[src/rtl/phase1_puzzle_sequencer.sv]
// phase1_puzzle_sequencer
//   Runs NUM_PUZZLES puzzle modules one at a time. Each puzzle gets an
//   exclusive enable and is preceded by an INTRO banner of INTRO_CYCLES
//   cycles, during which its enable is low so it resets itself. The shared
//   segment bank, LED bar and servo are muxed from the active puzzle in RUN
//   and driven with fixed patterns in the other states. Fails consume lives.
// Ports:
//   clk, rst_n         system clock, async active-low reset
//   start              one-cycle pulse, begins a run from IDLE/WIN/LOSE
//   abort              level, forces IDLE (highest priority)
//   puzzle_clear/fail  per-puzzle result pulses
//   seg_in/led_in/servo_in  per-puzzle display slices (32/8/8 bits each)
//   puzzle_enable      one-hot (RUN) or zero enable to puzzles
//   seg_out/led_out/servo_out  shared display outputs
//   active_idx, lives  current puzzle index, remaining lives
//   busy               INTRO or RUN
//   phase_clear        one-cycle pulse on entry to WIN
//   game_over          level while in LOSE
module phase1_puzzle_sequencer #(
  parameter int NUM_PUZZLES  = 3,
  parameter int MAX_LIVES    = 3,
  parameter int INTRO_CYCLES = 25_000_000
) (
  input  logic                      clk,
  input  logic                      rst_n,
  input  logic                      start,
  input  logic                      abort,
  input  logic [NUM_PUZZLES-1:0]    puzzle_clear,
  input  logic [NUM_PUZZLES-1:0]    puzzle_fail,
  input  logic [32*NUM_PUZZLES-1:0] seg_in,
  input  logic [8*NUM_PUZZLES-1:0]  led_in,
  input  logic [8*NUM_PUZZLES-1:0]  servo_in,
  output logic [NUM_PUZZLES-1:0]    puzzle_enable,
  output logic [31:0]               seg_out,
  output logic [7:0]                led_out,
  output logic [7:0]                servo_out,
  output logic [1:0]                active_idx,
  output logic [3:0]                lives,
  output logic                      busy,
  output logic                      phase_clear,
  output logic                      game_over
);

  localparam int unsigned NP = NUM_PUZZLES;
  localparam int CW = (INTRO_CYCLES > 1) ? $clog2(INTRO_CYCLES) : 1;
  localparam logic [CW-1:0] CNT_LAST = CW'(INTRO_CYCLES - 1);
  localparam logic [1:0]    IDX_LAST = 2'(NUM_PUZZLES - 1);

  typedef enum logic [2:0] {S_IDLE, S_INTRO, S_RUN, S_WIN, S_LOSE} state_t;

  state_t          r_state, w_state_nxt;
  logic [1:0]      r_idx, w_idx_nxt;
  logic [3:0]      r_lives, w_lives_nxt;
  logic [CW-1:0]   r_cnt, w_cnt_nxt;
  logic            r_phase_clear, w_phase_clear_nxt;

  logic [NP-1:0]   w_onehot;
  logic            w_clr, w_fail;
  logic [3:0]      w_lives_dec;
  logic [31:0]     w_seg_sel;
  logic [7:0]      w_led_sel, w_servo_sel;

  // Decode the active index once; pulses and display slices are qualified
  // through it so non-active puzzles can never influence anything.
  always_comb begin
    w_onehot    = '0;
    w_seg_sel   = '0;
    w_led_sel   = '0;
    w_servo_sel = '0;
    for (int unsigned k = 0; k < NP; k++) begin
      if (r_idx == 2'(k)) begin
        w_onehot[k] = 1'b1;
        w_seg_sel   = seg_in[32*k +: 32];
        w_led_sel   = led_in[8*k +: 8];
        w_servo_sel = servo_in[8*k +: 8];
      end
    end
  end

  assign w_clr       = |(puzzle_clear & w_onehot);
  assign w_fail      = |(puzzle_fail & w_onehot);
  assign w_lives_dec = (r_lives == 4'd0) ? 4'd0 : r_lives - 4'd1;

  always_ff @(posedge clk or negedge rst_n) begin
    if (!rst_n) begin
      r_state       <= S_IDLE;
      r_idx         <= '0;
      r_lives       <= '0;
      r_cnt         <= '0;
      r_phase_clear <= 1'b0;
    end else begin
      r_state       <= w_state_nxt;
      r_idx         <= w_idx_nxt;
      r_lives       <= w_lives_nxt;
      r_cnt         <= w_cnt_nxt;
      r_phase_clear <= w_phase_clear_nxt;
    end
  end

  always_comb begin
    w_state_nxt       = r_state;
    w_idx_nxt         = r_idx;
    w_lives_nxt       = r_lives;
    w_cnt_nxt         = r_cnt;
    w_phase_clear_nxt = 1'b0;
    if (abort) begin
      w_state_nxt = S_IDLE;
      w_idx_nxt   = '0;
      w_lives_nxt = '0;
      w_cnt_nxt   = '0;
    end else begin
      unique case (r_state)
        S_IDLE, S_WIN, S_LOSE: begin
          if (start) begin
            w_state_nxt = S_INTRO;
            w_idx_nxt   = '0;
            w_lives_nxt = 4'(MAX_LIVES);
            w_cnt_nxt   = '0;
          end
        end
        S_INTRO: begin
          if (r_cnt == CNT_LAST) begin
            w_state_nxt = S_RUN;
            w_cnt_nxt   = '0;
          end else begin
            w_cnt_nxt = r_cnt + CW'(1);
          end
        end
        S_RUN: begin
          // Fail is applied before clear: losing the last life wins over
          // a simultaneous clear.
          if (w_fail) w_lives_nxt = w_lives_dec;
          if (w_fail && w_lives_dec == 4'd0) begin
            w_state_nxt = S_LOSE;
          end else if (w_clr) begin
            if (r_idx == IDX_LAST) begin
              w_state_nxt       = S_WIN;
              w_phase_clear_nxt = 1'b1;
            end else begin
              w_state_nxt = S_INTRO;
              w_idx_nxt   = r_idx + 2'd1;
              w_cnt_nxt   = '0;
            end
          end
        end
        default: w_state_nxt = S_IDLE;
      endcase
    end
  end

  always_comb begin
    puzzle_enable = '0;
    seg_out       = 32'h0;
    led_out       = 8'h00;
    servo_out     = 8'd90;
    unique case (r_state)
      S_INTRO: seg_out = {{7{4'hB}}, ({2'b00, r_idx} + 4'd1)};
      S_RUN: begin
        puzzle_enable = w_onehot;
        seg_out       = w_seg_sel;
        led_out       = w_led_sel;
        servo_out     = w_servo_sel;
      end
      S_WIN: begin
        seg_out   = 32'hAAAA_AAAA;
        led_out   = 8'hFF;
        servo_out = 8'd180;
      end
      S_LOSE: begin
        seg_out   = 32'hEEEE_EEEE;
        servo_out = 8'd0;
      end
      default: ;
    endcase
  end

  assign active_idx  = r_idx;
  assign lives       = r_lives;
  assign busy        = (r_state == S_INTRO) || (r_state == S_RUN);
  assign phase_clear = r_phase_clear;
  assign game_over   = (r_state == S_LOSE);

endmodule

[config.mk]
export PLATFORM = sky130hd
export DESIGN_NAME = phase1_puzzle_sequencer
export DESIGN_NICKNAME = d
export VERILOG_FILES = /design/src/rtl/phase1_puzzle_sequencer.sv
export SDC_FILE = /design/constraint.sdc
export NUM_CORES = 1
export LEC_CHECK = 0
export ABC_CLOCK_PERIOD_IN_PS = 3000
export CORE_MARGIN = 5
export CORE_UTILIZATION = 30
export CTS_CLUSTER_SIZE = 40
export DETAILED_ROUTE_END_ITERATION = 16
export PLACE_DENSITY = 0.78
export SYNTH_ARGS = -nofsm -noshare
export SYNTH_HDL_FRONTEND = slang
export SYNTH_SLANG_ARGS = --single-unit
[constraint.sdc]
create_clock -name clk -period 3 [get_ports clk]
set_clock_uncertainty 0.05 [all_clocks]
set_input_delay 0.9 -clock clk [delete_from_list [all_inputs] [get_ports clk]]
set_output_delay 0.9 -clock clk [all_outputs]
set_load 0.02 [all_outputs]
==> impl_metrics.toml, run 1 <==
[critical_path]
cp_max_fo = 5
r2r_cells = 8
critPathLaunchType = "register"
crit_arrival_ns = 2.07
crit_required_ns = 2.05
path_class = "register to output port"
cp-end-kind = "output port"

[placed_design]
dp.final_hpwl_um = 12810
io_buffers = 213
place_congestion = 0.9545
placed_cell_area_um2 = 6063
preCtsSetupSlack_ns = -0.5165

[drt]
dr.pass1.iters = 5
routedWlPerCell_um = 19.61
drc = 0
ant_nets = 0
viasPerCell = 5.620
vias = 4816
drt_iter0_markers = 565
wirelength_um = 16800

[clock_network]
cts_root_buf = "clkbuf_16"
htree_levels = 2
cts_tree = "yes"
hold_buffers = 0
cts_buffers = 5
clkSinkCount = 35
clock_latency_ns = 0.28
cts_buffer_depth = 2
clkTransAtPathRegs_ns = 0.06

[sta]
maxSlewHeadroom_pct = 54.80
worst_hold_slack_ns = 0.4250
finalCritPeriodShare_pct = 100.8
tightest_slew_ns = 0.6724
rsz0062_at_grt = "yes"
fmax_mhz = 330.8
fin_setup_tns_ns = -0.02302
slew_viol_final = 0
setup_violations = 1
layout_setup_ws_ns = -0.02302
hold_viol_final = 0
finalCriticalPeriod_ns = 3.023

[power_and_ir_drop]
peakVddDrop_v = 0.0002369
power_density_nw_per_um2 = 307.1
leakagePower_uw = 0.002733

[synthesis]
yosysUniqueCellTypes = 60
ys.flop_type = "dfrtp_1"
synth_edf_count = 0
synth_warnings = 0
synth_nets = 650
avgSynthCellArea_um2 = 7.161
synth_area_um2 = 3516
synth-async-reset-ratio_pct = 100.0
synth_seq_cells = 35
yosysSeqAreaShare_pct = 24.91
postSynthCellCount = 491

[global_route]
grt_max_degree = 67
grt_pass1_vias = 4699
grt_pass1_wl_um = 26090
overflow = 0
antenna_found_initial = 1
grtUsageTotal_pct = 22.69

[floorplanning]
die_w_um = 118.3
die_area_um2 = 13980
die_y_um = 118.3
core_area_um2 = 11470
start_util_pct = 30.66
rows = 39
io_pins = 214

[worst_hold_path]
holdPathStages = 1
min_path_type = "register to register"

[finish]
fin_area_um2 = 6335
nets = 872
layout_common_cells = "clkdlybuf4s50_1 (159), nor2_1 (65), buf_4 (54)"
final_util_pct = 55.24
drive_gt1_share_pct = 23.42
final_common_cell = "clkdlybuf4s50_1"
syn2layout_area_growth_pct = 80.18
nFillCells = 1038

[job]
max-cap-violations = 0

[status]
status = "finished with violations"
violations = "setup timing"
registers in the layout, summed over array words and instances, names as in the netlist:
| register | count |
|---|---|
| r_state | 3 |
| lives | 4 |
| r_cnt | 25 |
| active_idx | 2 |
| phase_clear | 1 |
metrics by stage:
stage               instances  power, µW
detailed placement        842       1429
floorplan                 491      946.0
global route              857       2041
CTS                       854       1901
global placement          842       1408
finish                    857       1945
critical path: stages (launching register included):
cell      delay [ns]
dfrtp_1         0.39
buf_6           0.13
ha_4            0.17
nor2b_4         0.21
buf_4           0.14
buf_4           0.11
a221oi_1        0.07
a211o_1         0.29
a21oi_2         0.16
buf_6           0.13
timing repair:
item | in CTS | in global routing
pin swaps | 3 | 23
resized for setup | 203 | 77
setup endpoints to repair | 48 | 50
cloned | 1 | 1
setup buffers | 4 | 2
Yosys cell counts (3+ instances only):
library cell	n	area, µm²
a211o_1	3	26.28
a211oi_1	13	97.59
a21o_1	5	37.54
a21oi_1	47	235.2
a21oi_2	6	52.55
a221oi_1	4	35.03
a22o_1	3	26.28
a22oi_1	46	345.3
a31oi_1	19	118.9
and2_1	4	25.02
and4_1	3	26.28
buf_1	7	26.28
buf_2	6	30.03
buf_6	4	45.04
clkbuf_1	28	105.1
dfrtp_1	35	875.8
ha_1	5	62.56
inv_1	11	41.29
mux2i_1	3	30.03
nand2_1	37	138.9
nand2b_1	7	43.79
nand3_1	15	75.07
nand4_1	6	37.54
nor2_1	65	244.0
nor2b_1	7	43.79
nor3_1	10	50.05
nor4_1	3	18.77
o21ai_0	43	215.2
o31ai_1	3	22.52
or2b_1	4	30.03
path summary, 6_finish.rpt:
path                            slack (ns)                   endpoint                 startpoint
worst max-delay path                 -0.02               servo_out[3]  active_idx[0]$_DFFE_PN0P_
min in group asynchronous             0.98      r_cnt[20]$_DFFE_PN0P_                      rst_n
worst min register to register        0.43      r_cnt[21]$_DFFE_PN0P_      r_cnt[21]$_DFFE_PN0P_
worst min-delay path                  0.43      r_cnt[21]$_DFFE_PN0P_      r_cnt[21]$_DFFE_PN0P_
max in group asynchronous             1.58  active_idx[1]$_DFFE_PN0P_                      rst_n
worst max register to register        0.55       r_cnt[6]$_DFFE_PN0P_  active_idx[0]$_DFFE_PN0P_
metal layers:
metal | wire length, µm | track usage (%) | vias up
met4 | 667 | 7.527 | 0
met5 | 0 | 0 | -
met3 | 1040 | 4.537 | 41
met1 | 6540 | 26.74 | 2264
met2 | 8553 | 40.96 | 225
li1 | - | - | 2286
area by class of cell:
class | instances | area (µm²) | area share, %
clock inverter | 1 | 5.005 | 0.07900
inverter | 11 | 41.29 | 0.6518
timing repair buffer | 261 | 2497 | 39.42
antenna | 1 | 2.502 | 0.03950
multi-input combinational | 399 | 2595 | 40.96
tap | 143 | 178.9 | 2.824
sequential | 35 | 875.8 | 13.83
clock buffer | 6 | 138.9 | 2.192
power breakdown:
part	total [µW]	switching, µW	internal, µW	leakage, µW
combinational	922	464	458	0.00218
sequential	509	19.7	489	0.000483
clock	514	190	324	0.0000727
total	1950	674	1270	0.00273
kinds of logic after synthesis:
| family | count (synthesis) | share of synthesized area (%) |
|---|---|---|
| adders and majority gates | 5 | 1.779 |
| AOI/OAI and AO/OA | 216 | 40.61 |
| DFF | 35 | 24.91 |
| muxes | 4 | 1.174 |
| and+or+nand+nor | 174 | 24.27 |
| buffers and inverters | 57 | 7.260 |
Power figures use the tool's default switching activity.
==> run 2: changes to the inputs <==
PLACE_DENSITY = 0.64   (was 0.78)
==> run 2 against run 1 <==
The flow now finishes without violations; clock-buffer cell count stayed put; total power is 3.6% lower; wire length is 0.33% higher; sequential share of layout area is 0.14 points lower; fmax is 1.6% higher; sequential power hardly changed; final area is 1.0% higher; highest routed layer is now met5.
==> impl_metrics.toml, run 2 (synthesized netlist as in run 1, its figures left out) <==
[critical_path]
crit_required_ns = 2.05
cp_max_fo = 5
path_cells = "buf_6 -> ha_4 -> nor2b_4 -> buf_6 -> buf_16 -> a22oi_2 -> o21ai_1 -> o21ai_1 -> o21ai_1 -> buf_4"
crit_path_top_delay_cell = "dfrtp_1"
r2r_end = "r_cnt[6]$_DFFE_PN0P_"
critPathMaxStageDelay_ns = 0.41
critPathLaunchType = "register"
critPathMostFrequentCell = "o21ai_1"
ff2ff_setup_slack_ns = 0.48
crit_arrival_ns = 2.03
crit_buf_inv = 4
critical_path.top_delay_family = "buffers and inverters"
r2r_cells = 9
path_class = "register to output port"
cp-end-kind = "output port"
timing.rr.start = "active_idx[0]$_DFFE_PN0P_"

[clock_network]
clkSinkCount = 35
cts_buffers = 5
hold_buffers = 0
cts_root_buf = "clkbuf_16"
cts_tree = "yes"
clock_latency_ns = 0.27
clkTransAtPathRegs_ns = 0.05
htree_levels = 2
cts_buffer_depth = 2

[finish]
layout.area.seq_um2 = 875.8
final_util_pct = 55.81
nFillCells = 1109
layoutNonFillerInstCount = 866
nets = 883
layout_common_cells = "clkdlybuf4s50_1 (157), nor2_1 (64), buf_4 (58)"
syn2layout_area_growth_pct = 82.03
multi_input_area_um2 = 2628
top_register = "r_cnt"
final_common_cell = "clkdlybuf4s50_1"
drive_gt1_share_pct = 25.17
largest_reg_flops = 25
num_antenna_cells = 0

[sta]
rsz0062_at_grt = "yes"
layout_setup_ws_ns = 0.02379
finalCriticalPeriod_ns = 2.976
maxSlewHeadroom_pct = 58.04
finalCritPeriodShare_pct = 99.21
worst_hold_slack_ns = 0.4244
tightest_slew_ns = 0.6242
hold_viol_final = 0
fmax_mhz = 336.0
slew_viol_final = 0
setup_violations = 0

[power_and_ir_drop]
leakagePower_uw = 0.002751
clkPwrFrac_pct = 25.0
seq_power_share_pct = 27.1
power.internal_uw = 1227
netSwitchingPower_uw = 648.5
power_density_nw_per_um2 = 293.0
finalPower_uw = 1875
switching_share_pct = 34.59
p_comb_share_pct = 48.0
peakVddDrop_v = 0.0003190

[drt]
ant_nets = 0
vias = 4744
drt_iter0_markers = 369
viasPerCell = 5.478
routedWlPerCell_um = 19.47
drc = 0
wirelength_um = 16860
dr.pass1.iters = 5

[floorplanning]
die_w_um = 118.3
io_pins = 214
rows = 39
die_area_um2 = 13980
core_area_um2 = 11470
start_util_pct = 30.66
die_y_um = 118.3

[job]
max-cap-violations = 0

[global_route]
grt_max_degree = 36
grtUsageTotal_pct = 22.26
grt_pass1_wl_um = 25710
grt_pass1_vias = 4344
antenna_found_initial = 1
overflow = 0

[worst_hold_path]
hp-start = "r_cnt[21]$_DFFE_PN0P_"
min_path_type = "register to register"
worst_hold_path.endpoint = "r_cnt[21]$_DFFE_PN0P_"
holdPathStages = 1

[status]
status = "completed"

[placed_design]
place_congestion = 0.8846
preCtsSetupSlack_ns = -0.5379
dp.cells = 854
io_buffers = 213
dp.final_hpwl_um = 13190
run 2: changes by cell type in the layout (fill, tap and decap cells not counted), moves of 4 or more:
cell	change
a22oi_1	-9
clkbuf_2	+6
o21ai_1	-4
o21ai_0	+4
buf_4	+4
a21oi_1	+6
buf_2	+6
buf_6	-6
dlygate4sd2_1	+4
a21oi_2	-6
a22oi_2	+9
run 2: area by class of cell:
class	instances	area share, %
Multi-Input combinational cell	399	41.06
Timing Repair Buffer	272	39.80
Sequential cell	35	13.69
Tap cell	143	2.796
Clock buffer	6	2.014
Inverter	11	0.6452
run 2: worst max path at each step:
stage | startpoint | endpoint | slack, ns | depth (start not counted)
6_report | active_idx[0]$_DFFE_PN0P_ | seg_out[1] | 0.02 | 10
5_1_grt | active_idx[0]$_DFFE_PN0P_ | seg_out[1] | -0.06 | 10
3_3_place_gp | servo_in[12] | servo_out[4] | -0.53 | 6
3_5_place_dp | servo_in[12] | servo_out[4] | -0.54 | 6
2_1_floorplan | active_idx[1]$_DFFE_PN0P_ | seg_out[14] | -0.02 | 10
4_1_cts | active_idx[1]$_DFFE_PN0P_ | seg_out[1] | -0.04 | 9
run 2: routing by layer:
| layer | wire length [µm] | GRT usage, % | vias to the layer above |
|---|---|---|---|
| met3 | 1070 | 4.346 | 25 |
| met5 | 13 | 0 | - |
| met2 | 8453 | 38.82 | 158 |
| met1 | 7054 | 29.13 | 2241 |
| li1 | - | - | 2318 |
| met4 | 265 | 3.297 | 2 |
run 2: what timing repair did:
action,CTS,global route
gates resized for setup,201,61
setup buffers,1,4
cloned,1,1
pin swaps,6,22
setup endpoints to repair,50,46
run 2: through the flow:
step                      cell area (µm²)  TNS [ns]
after floorplan                      3582  -0.02104
after global placement               6171    -15.64
after detailed placement             6171    -16.24
after CTS                            6247   -0.1176
after global routing                 6400   -0.3359
final                                6400         0
run 2: power groups by stage:
stage          registers [µW]  logic [µW]  clock network (µW)
2_1_floorplan             517         429                   0
3_3_place_gp              514         913                   0
3_5_place_dp              515         925                   0
4_1_cts                   507         873                 478
5_1_grt                   511         962                 499
6_report                  507         900                 468
